## src/rtl/bus_uart_tx.sv

```systemverilog
// Memory-mapped 8N1 UART transmitter with a TX FIFO, a bus responder interface and a level IRQ.
// Ports:
//   clk       - system clock, rising edge
//   rst       - synchronous active-low reset
//   busSel    - address-decoder select for this peripheral
//   busWe     - write strobe (write happens on an edge with busSel & busWe)
//   busAddr   - byte address, only [3:2] decoded
//   busWData  - write data
//   busRData  - combinational read data, 0 when not selected
//   tx        - serial line, idles high
//   txIrq     - irqEn & fifo empty & transmitter idle
module bus_uart_tx #(
    parameter int unsigned FIFO_DEPTH  = 8,
    parameter int unsigned DEFAULT_DIV = 867
) (
    input  logic        clk,
    input  logic        rst,
    input  logic        busSel,
    input  logic        busWe,
    input  logic [31:0] busAddr,
    input  logic [31:0] busWData,
    output logic [31:0] busRData,
    output logic        tx,
    output logic        txIrq
);

    localparam int unsigned PTR_W = (FIFO_DEPTH > 1) ? $clog2(FIFO_DEPTH) : 1;
    localparam int unsigned CNT_W = $clog2(FIFO_DEPTH + 1);
    localparam int unsigned DIV_W = 16;

    localparam logic [1:0] REG_DATA   = 2'd0;
    localparam logic [1:0] REG_STATUS = 2'd1;
    localparam logic [1:0] REG_BAUD   = 2'd2;
    localparam logic [1:0] REG_CTRL   = 2'd3;

    typedef enum logic [1:0] {
        ST_IDLE  = 2'd0,
        ST_START = 2'd1,
        ST_DATA  = 2'd2,
        ST_STOP  = 2'd3
    } state_e;

    // Transmitter state
    state_e             state_q, state_d;
    logic [7:0]         shift_q, shift_d;
    logic [2:0]         bit_idx_q, bit_idx_d;
    logic [DIV_W-1:0]   baud_cnt_q, baud_cnt_d;
    logic               tx_q, tx_d;

    // Programmable registers
    logic [DIV_W-1:0]   div_q, div_d;
    logic               enable_q, enable_d;
    logic               irq_en_q, irq_en_d;
    logic               overflow_q, overflow_d;

    // FIFO bookkeeping
    logic [7:0]         fifo_mem [FIFO_DEPTH];
    logic [PTR_W-1:0]   wr_ptr_q, wr_ptr_d;
    logic [PTR_W-1:0]   rd_ptr_q, rd_ptr_d;
    logic [CNT_W-1:0]   count_q, count_d;

    logic               bus_wr;
    logic [1:0]         reg_sel;
    logic               push_req;
    logic               push;
    logic               pop;
    logic               fifo_full;
    logic               fifo_empty;
    logic               busy;
    logic               bit_end;
    logic [31:0]        rdata;

    // Address bits outside [3:2] and the upper write-data half carry no meaning here
    logic               unused_bits;
    assign unused_bits = ^{busAddr[31:4], busAddr[1:0], busWData[31:16]};

    // Decode and FIFO status
    assign bus_wr     = busSel & busWe;
    assign reg_sel    = busAddr[3:2];
    assign push_req   = bus_wr && (reg_sel == REG_DATA);
    assign fifo_full  = (count_q == CNT_W'(FIFO_DEPTH));
    assign fifo_empty = (count_q == '0);
    // Fullness is judged before the edge, so a same-edge pop never makes room for the push
    assign push       = push_req & ~fifo_full;
    assign pop        = (state_q == ST_IDLE) & enable_q & ~fifo_empty;
    assign busy       = (state_q != ST_IDLE);
    // >= keeps a mid-bit divisor reduction from wrapping the counter
    assign bit_end    = (baud_cnt_q >= div_q);

    // Serialiser next-state and line value
    always_comb begin
        state_d    = state_q;
        shift_d    = shift_q;
        bit_idx_d  = bit_idx_q;
        baud_cnt_d = baud_cnt_q;
        tx_d       = tx_q;

        case (state_q)
            ST_IDLE: begin
                tx_d       = 1'b1;
                baud_cnt_d = '0;
                if (pop) begin
                    shift_d   = fifo_mem[rd_ptr_q];
                    bit_idx_d = '0;
                    tx_d      = 1'b0;
                    state_d   = ST_START;
                end
            end
            ST_START: begin
                if (bit_end) begin
                    baud_cnt_d = '0;
                    bit_idx_d  = '0;
                    tx_d       = shift_q[0];
                    state_d    = ST_DATA;
                end else begin
                    baud_cnt_d = baud_cnt_q + DIV_W'(1);
                end
            end
            ST_DATA: begin
                if (bit_end) begin
                    baud_cnt_d = '0;
                    shift_d    = {1'b0, shift_q[7:1]};
                    if (bit_idx_q == 3'd7) begin
                        tx_d    = 1'b1;
                        state_d = ST_STOP;
                    end else begin
                        // Next bit is the one about to land in shift[0]
                        tx_d      = shift_q[1];
                        bit_idx_d = bit_idx_q + 3'd1;
                    end
                end else begin
                    baud_cnt_d = baud_cnt_q + DIV_W'(1);
                end
            end
            ST_STOP: begin
                tx_d = 1'b1;
                if (bit_end) begin
                    baud_cnt_d = '0;
                    state_d    = ST_IDLE;
                end else begin
                    baud_cnt_d = baud_cnt_q + DIV_W'(1);
                end
            end
            default: begin
                tx_d       = 1'b1;
                baud_cnt_d = '0;
                state_d    = ST_IDLE;
            end
        endcase
    end

    // Register file and FIFO pointer next-state
    always_comb begin
        div_d      = div_q;
        enable_d   = enable_q;
        irq_en_d   = irq_en_q;
        overflow_d = overflow_q;
        wr_ptr_d   = wr_ptr_q;
        rd_ptr_d   = rd_ptr_q;
        count_d    = count_q;

        if (bus_wr) begin
            case (reg_sel)
                REG_DATA: begin
                    if (fifo_full) begin
                        overflow_d = 1'b1;
                    end
                end
                REG_STATUS: overflow_d = 1'b0;
                REG_BAUD:   div_d      = busWData[DIV_W-1:0];
                REG_CTRL: begin
                    enable_d = busWData[0];
                    irq_en_d = busWData[1];
                end
                default: ;
            endcase
        end

        if (push) begin
            wr_ptr_d = wr_ptr_q + PTR_W'(1);
        end
        if (pop) begin
            rd_ptr_d = rd_ptr_q + PTR_W'(1);
        end

        case ({push, pop})
            2'b10:   count_d = count_q + CNT_W'(1);
            2'b01:   count_d = count_q - CNT_W'(1);
            default: count_d = count_q;
        endcase
    end

    // State registers
    always_ff @(posedge clk) begin
        if (!rst) begin
            state_q    <= ST_IDLE;
            shift_q    <= '0;
            bit_idx_q  <= '0;
            baud_cnt_q <= '0;
            tx_q       <= 1'b1;
            div_q      <= DIV_W'(DEFAULT_DIV);
            enable_q   <= 1'b0;
            irq_en_q   <= 1'b0;
            overflow_q <= 1'b0;
            wr_ptr_q   <= '0;
            rd_ptr_q   <= '0;
            count_q    <= '0;
        end else begin
            state_q    <= state_d;
            shift_q    <= shift_d;
            bit_idx_q  <= bit_idx_d;
            baud_cnt_q <= baud_cnt_d;
            tx_q       <= tx_d;
            div_q      <= div_d;
            enable_q   <= enable_d;
            irq_en_q   <= irq_en_d;
            overflow_q <= overflow_d;
            wr_ptr_q   <= wr_ptr_d;
            rd_ptr_q   <= rd_ptr_d;
            count_q    <= count_d;
        end
    end

    // FIFO storage; contents need no reset since the count gates every read
    always_ff @(posedge clk) begin
        if (rst && push) begin
            fifo_mem[wr_ptr_q] <= busWData[7:0];
        end
    end

    // Zero-latency read mux
    always_comb begin
        rdata = '0;
        if (busSel) begin
            case (reg_sel)
                REG_DATA:   rdata = '0;
                REG_STATUS: rdata = {24'h0, 4'(count_q), overflow_q, busy, fifo_empty, fifo_full};
                REG_BAUD:   rdata = {16'h0, div_q};
                REG_CTRL:   rdata = {30'h0, irq_en_q, enable_q};
                default:    rdata = '0;
            endcase
        end
    end

    assign busRData = rdata;
    assign tx       = tx_q;
    assign txIrq    = irq_en_q & fifo_empty & ~busy;

endmodule
```

## config.mk

```make
export PLATFORM = sky130hd
export DESIGN_NAME = bus_uart_tx
export DESIGN_NICKNAME = d
export VERILOG_FILES = /design/src/rtl/bus_uart_tx.sv
export SDC_FILE = /design/constraint.sdc
export NUM_CORES = 1
export LEC_CHECK = 0
export ABC_AREA = 0
export BUFFER_PORTS_ARGS = -buffer_cell sky130_fd_sc_hd__buf_4
export CORE_MARGIN = 2
export CORE_UTILIZATION = 40
export DETAILED_ROUTE_END_ITERATION = 16
export PLACE_DENSITY = 0.68
export SETUP_SLACK_MARGIN = 0.5
export SYNTH_ARGS = -nofsm -noshare
export SYNTH_HDL_FRONTEND = slang
export SYNTH_SLANG_ARGS = --single-unit
```

## constraint.sdc

```tcl
create_clock -name clk -period 7.95 [get_ports clk]
set_input_delay 1.59 -clock clk [delete_from_list [all_inputs] [get_ports clk]]
set_output_delay 1.59 -clock clk [all_outputs]
set_load 0.01 [all_outputs]
```

# After elaboration in Yosys (flattened, before gate mapping)
# Memory sizes are Yosys's and may differ from the RTL's. A register that Yosys moved wholly into a read port is not among the register bits.
# Index checks and enable logic that the tools add are counted.
[totals]
ff_bits = 59
mem_bits_rw = 64
output_inout_bits = 34
mem_count = 1
[op_classes]
n_addsub = 6
n_lt_le_gt_ge = 1
eq_ne = 17
muxes = 30
n_bitwise = 9
n_reduce_logical = 18
[memory_table]
columns = ["name", "depth", "width", "read_ports", "rd_clocked_by_memory_dff", "write_ports", "line", "text"]
rows = [
  ["fifo_mem", 8, 8, 1, 1, 1, "57", "logic [7:0] fifo_mem [FIFO_DEPTH];"],
]
[ops]
columns = ["operator", "n"]
rows = [
  ["32-bit one-hot mux with 4 select lines", 1],
  ["32-bit two-way mux", 1],
  ["16-bit one-hot mux with 2 select lines", 1],
  ["3-bit two-way mux", 6],
  ["16-bit by 1-bit adder with 16-bit output (second input constant)", 1],
  ["16-bit greater-or-equal comparator", 1],
  ["16-bit two-way mux", 1],
  ["8-bit two-way mux", 2],
  ["8-bit one-hot mux with 2 select lines", 1],
  ["2-bit inequality test (second input constant)", 7],
  ["2-bit equality test (second input constant)", 5],
  ["2-bit two-way mux", 5],
  ["5-bit AND reduction", 2],
  ["3-bit by 1-bit adder with 3-bit output (second input constant)", 3],
  ["3-bit one-hot mux with 3 select lines", 1],
  ["2-bit one-hot mux with 4 select lines", 1],
  ["4-bit one-hot mux with 2 select lines", 1],
  ["2-bit nonzero test", 4],
  ["1-bit two-way mux", 7],
  ["1-bit AND", 6],
  ["2-bit by 1-bit equality test with 1-bit output (second input constant)", 3],
  ["2-bit AND reduction", 3],
  ["3-bit AND reduction", 2],
  ["4-bit by 1-bit adder with 4-bit output (second input constant)", 1],
  ["11 further kinds", 15],
]

# Longest topological paths before layout
[logic_depth]
word_depth = 6
depth_mapped = 11

# Least setup slack after synthesis
# OpenSTA, ideal clock, no wires.
[synth_timing]
kind = "input to output"
from = "in busAddr[2]"
to = "out busRData[6]"
arrival_ns = 2.597
required_time_ns = 6.360
slack_ns = 3.763
cell_stages = 5
path_buffers = 2
path_cell_list = "clkbuf_1 > nor2b_1 > clkbuf_1 > a22oi_1 > nor2b_1"
[synth_between]
elab_chain_len = 3
[synth_lines]
columns = ["item", "line", "text"]
rows = [
  ["start: declaration", "20", "input logic [31:0] busAddr,"],
  ["2-bit equality test (tied with other cells)", "235", "case (reg_sel)"],
  ["32-bit one-hot mux with 4 select lines *", "235", ""],
  ["32-bit two-way mux *", "234", "if (busSel) begin"],
  ["end: declaration", "22", "output logic [31:0] busRData,"],
]
# Mark *: on every way between the ends. The rest lies on a longest branch, timed or not. The select of a mux whose other input is x is not followed.

# Final worst setup path
# Ends and elaborated chain as after synthesis.

==> impl_metrics.ini <==
[logic_synthesis]
yosysWarnings = 0
syn_area_per_cell_um2 = 11.52
synth.distinct_cells = 50
yosysTopAreaCell = edfxtp_1
syn-instance-count = 516
synthArstFlopShare_pct = 0
synth-seq-cells = 126
synthFlopType = edfxtp_1
synth_top_area_share_pct = 32.34
synth_edf_count = 64
netlist_area_um2 = 5942
ys_seq_area_share_pct = 53.23
synthTopCellsByArea = edfxtp_1 32%, dfxtp_1 21%, mux4_2 6.1%

[drt]
drt_iter0_drc = 302
drtAntennaViolNets = 0
drc = 0
wl_per_cell_um = 15.75
finalWirelength_um = 11880
vias = 3867
via_per_inst = 5.129
first_pass_iters = 4

[timing]
rsz0062_at_grt = no
finalHoldViolations = 0
timing.fmax_mhz = 213.9
maxSlewHeadroom_pct = 26.54
min_period_ps = 4676
drv_slew = 0
finalSetupTns_ps = 0
period_share_pct = 58.82
fin_hold_ws_ps = 464.1
tightest_slew_ps = 1100
finClkSkew_ps = 6.027
setup-violations-final = 0

[grt]
grt_max_degree = 63
grtUsageTotal_pct = 15.88
antenna_found_initial = 0
grt_pass1_vias = 3992
grt_first_pass_wirelength_um = 19620
grt_remaining_overflow = 0

[critical_path]
critPathMaxStageDelay_ps = 790
arrival_ps = 3090
crit_required_ps = 6360
cp_max_fo = 16
r2r_cells = 10
crit_cells = 5
path_delay_family = simple AND/OR/NAND/NOR gates
crit_path_top_delay_cell = nor2b_1
worstSetupPathType = in -> out
critPathCaptureType = output pin
cp-start-kind = input port
worstPathCellList = buf_4 > nor2b_1 > a22oi_1 > nor2b_1 > buf_4
crit_buf_inv = 2

[final_layout]
regArea_um2 = 3163
diodes = 0
syn2layout_area_growth_pct = 16.36
utilization_pct = 47.57
multi_input_area_um2 = 2514
final_cell_mix = 64 x edfxtp_1, 63 x nand2_1, 62 x dfxtp_1
final_common_cell = edfxtp_1
layout.cells.non_filler = 754
drive_above_1_share_pct = 17.89
fillerInstances = 1336
fin_nets = 654

[flow_run]
drv_cap = 0

[place]
place.gp.congestion = 0.8370
dp_hpwl_um = 8184
port-buffer-count = 39
dp_cells = 722

[run_status]
status = finished, final reports clean

[die]
dieArea_um2 = 15850
placementRows = 44
core_um2 = 14530
io_pins = 102
initial_core_util_pct = 40.88
fp.dieH_um = 125.9
die_w_um = 125.9

[pwr]
vdd_drop_max_mv = 0.1341
power.total_mw = 1.522
power_density_nw_per_um2 = 220.1
leakagePower_nw = 2.665

[clocking]
post_cts_buffers = 0
clkSinkCount = 126
cts_buffer_depth = 2
cts_buffers = 17
cts_tree = built
htreeDepth = 4
clk_pin_slew_ps = 60
clkLatencyLatePin_ps = 410
clockRootBuffer = clkbuf_16
hold_buffers = 0
cts_resized = 0

[hold_path]
hp-class = reg -> reg
hold_depth = 2
synth_stat cells (9+ instances only):
master    number
nand2_1       63
a21boi_0      13
inv_1         25
nor2_1        28
a21oi_1        9
nand3_1       13
buf_4         17
xor2_1        10
mux2i_1       23
clkbuf_1      17
o21ai_0       16
and3_1        14
nor2b_1       13
edfxtp_1      64
xnor2_1       11
dfxtp_1       62
mux4_2        16
ha_1          28
flip-flops by register name (all words and copies together), names as in the netlist, 2 cells and up, named ones only:
signal      flops
count_q         4
div_q          16
rd_ptr_q        3
wr_ptr_q        3
baud_cnt_q     16
state_q         2
bit_idx_q       3
fifo_mem       64
shift_q         8
area by class of cell:
class                      count  share of cell area (%)
timing repair buffer          45                   4.886
tap                          184                   3.330
sequential                   126                   45.75
inverter                      27                   1.466
multi-input combinational    340                   36.36
clock buffer                  20                   6.623
clock inverter                12                   1.592
per-stage QoR:
| stage | area, um^2 | setup slack [ps] |
|---|---|---|
| after floorplan | 5998 | 3763 |
| after global placement | 6346 | 3318 |
| after detailed placement | 6346 | 3272 |
| after CTS | 6914 | 3263 |
| after global routing | 6914 | 3126 |
| final | 6914 | 3274 |
cell families after synthesis:
family	share of synthesized area, %
multiplexers	10.32
other	0.06311
flip-flops	53.23
AO/OA/AOI/OAI	7.686
AND/OR/NAND/NOR	13.96
XOR/XNOR	3.095
buffers and inverters	5.411
adder cells (fa/ha/maj)	6.233
metal layers:
metal,vias up,track usage [%],wire length [um]
li1,1893,-,-
met1,1874,19.30,5189
met2,86,27.04,6001
met3,14,4.376,497
met4,0,5.882,190
met5,-,0,0
power by group:
group	switching, mW	internal (mW)	leakage (nW)
Sequential	0.00667	0.691	1.08
Combinational	0.0517	0.0348	1.32
Clock	0.288	0.449	0.265
final timing paths:
kind,end,start,slack (ps)
max,busRData[6],busAddr[2],3270
min,shift_q[0],shift_q[0],460
max reg2reg,count_q[3],count_q[0],4870
min reg2reg,shift_q[0],shift_q[0],460
worst register-to-register path: cells and delay by family, from the launching register on:
kind	cells	cell delay, ps
buffers and inverters	1	230
AND/OR/NAND/NOR	3	1180
XOR/XNOR	1	90
flip-flops	1	430
AO/OA/AOI/OAI	3	480
adder cells (fa/ha/maj)	2	600
No activity file was read; power rests on OpenSTA's default activity.
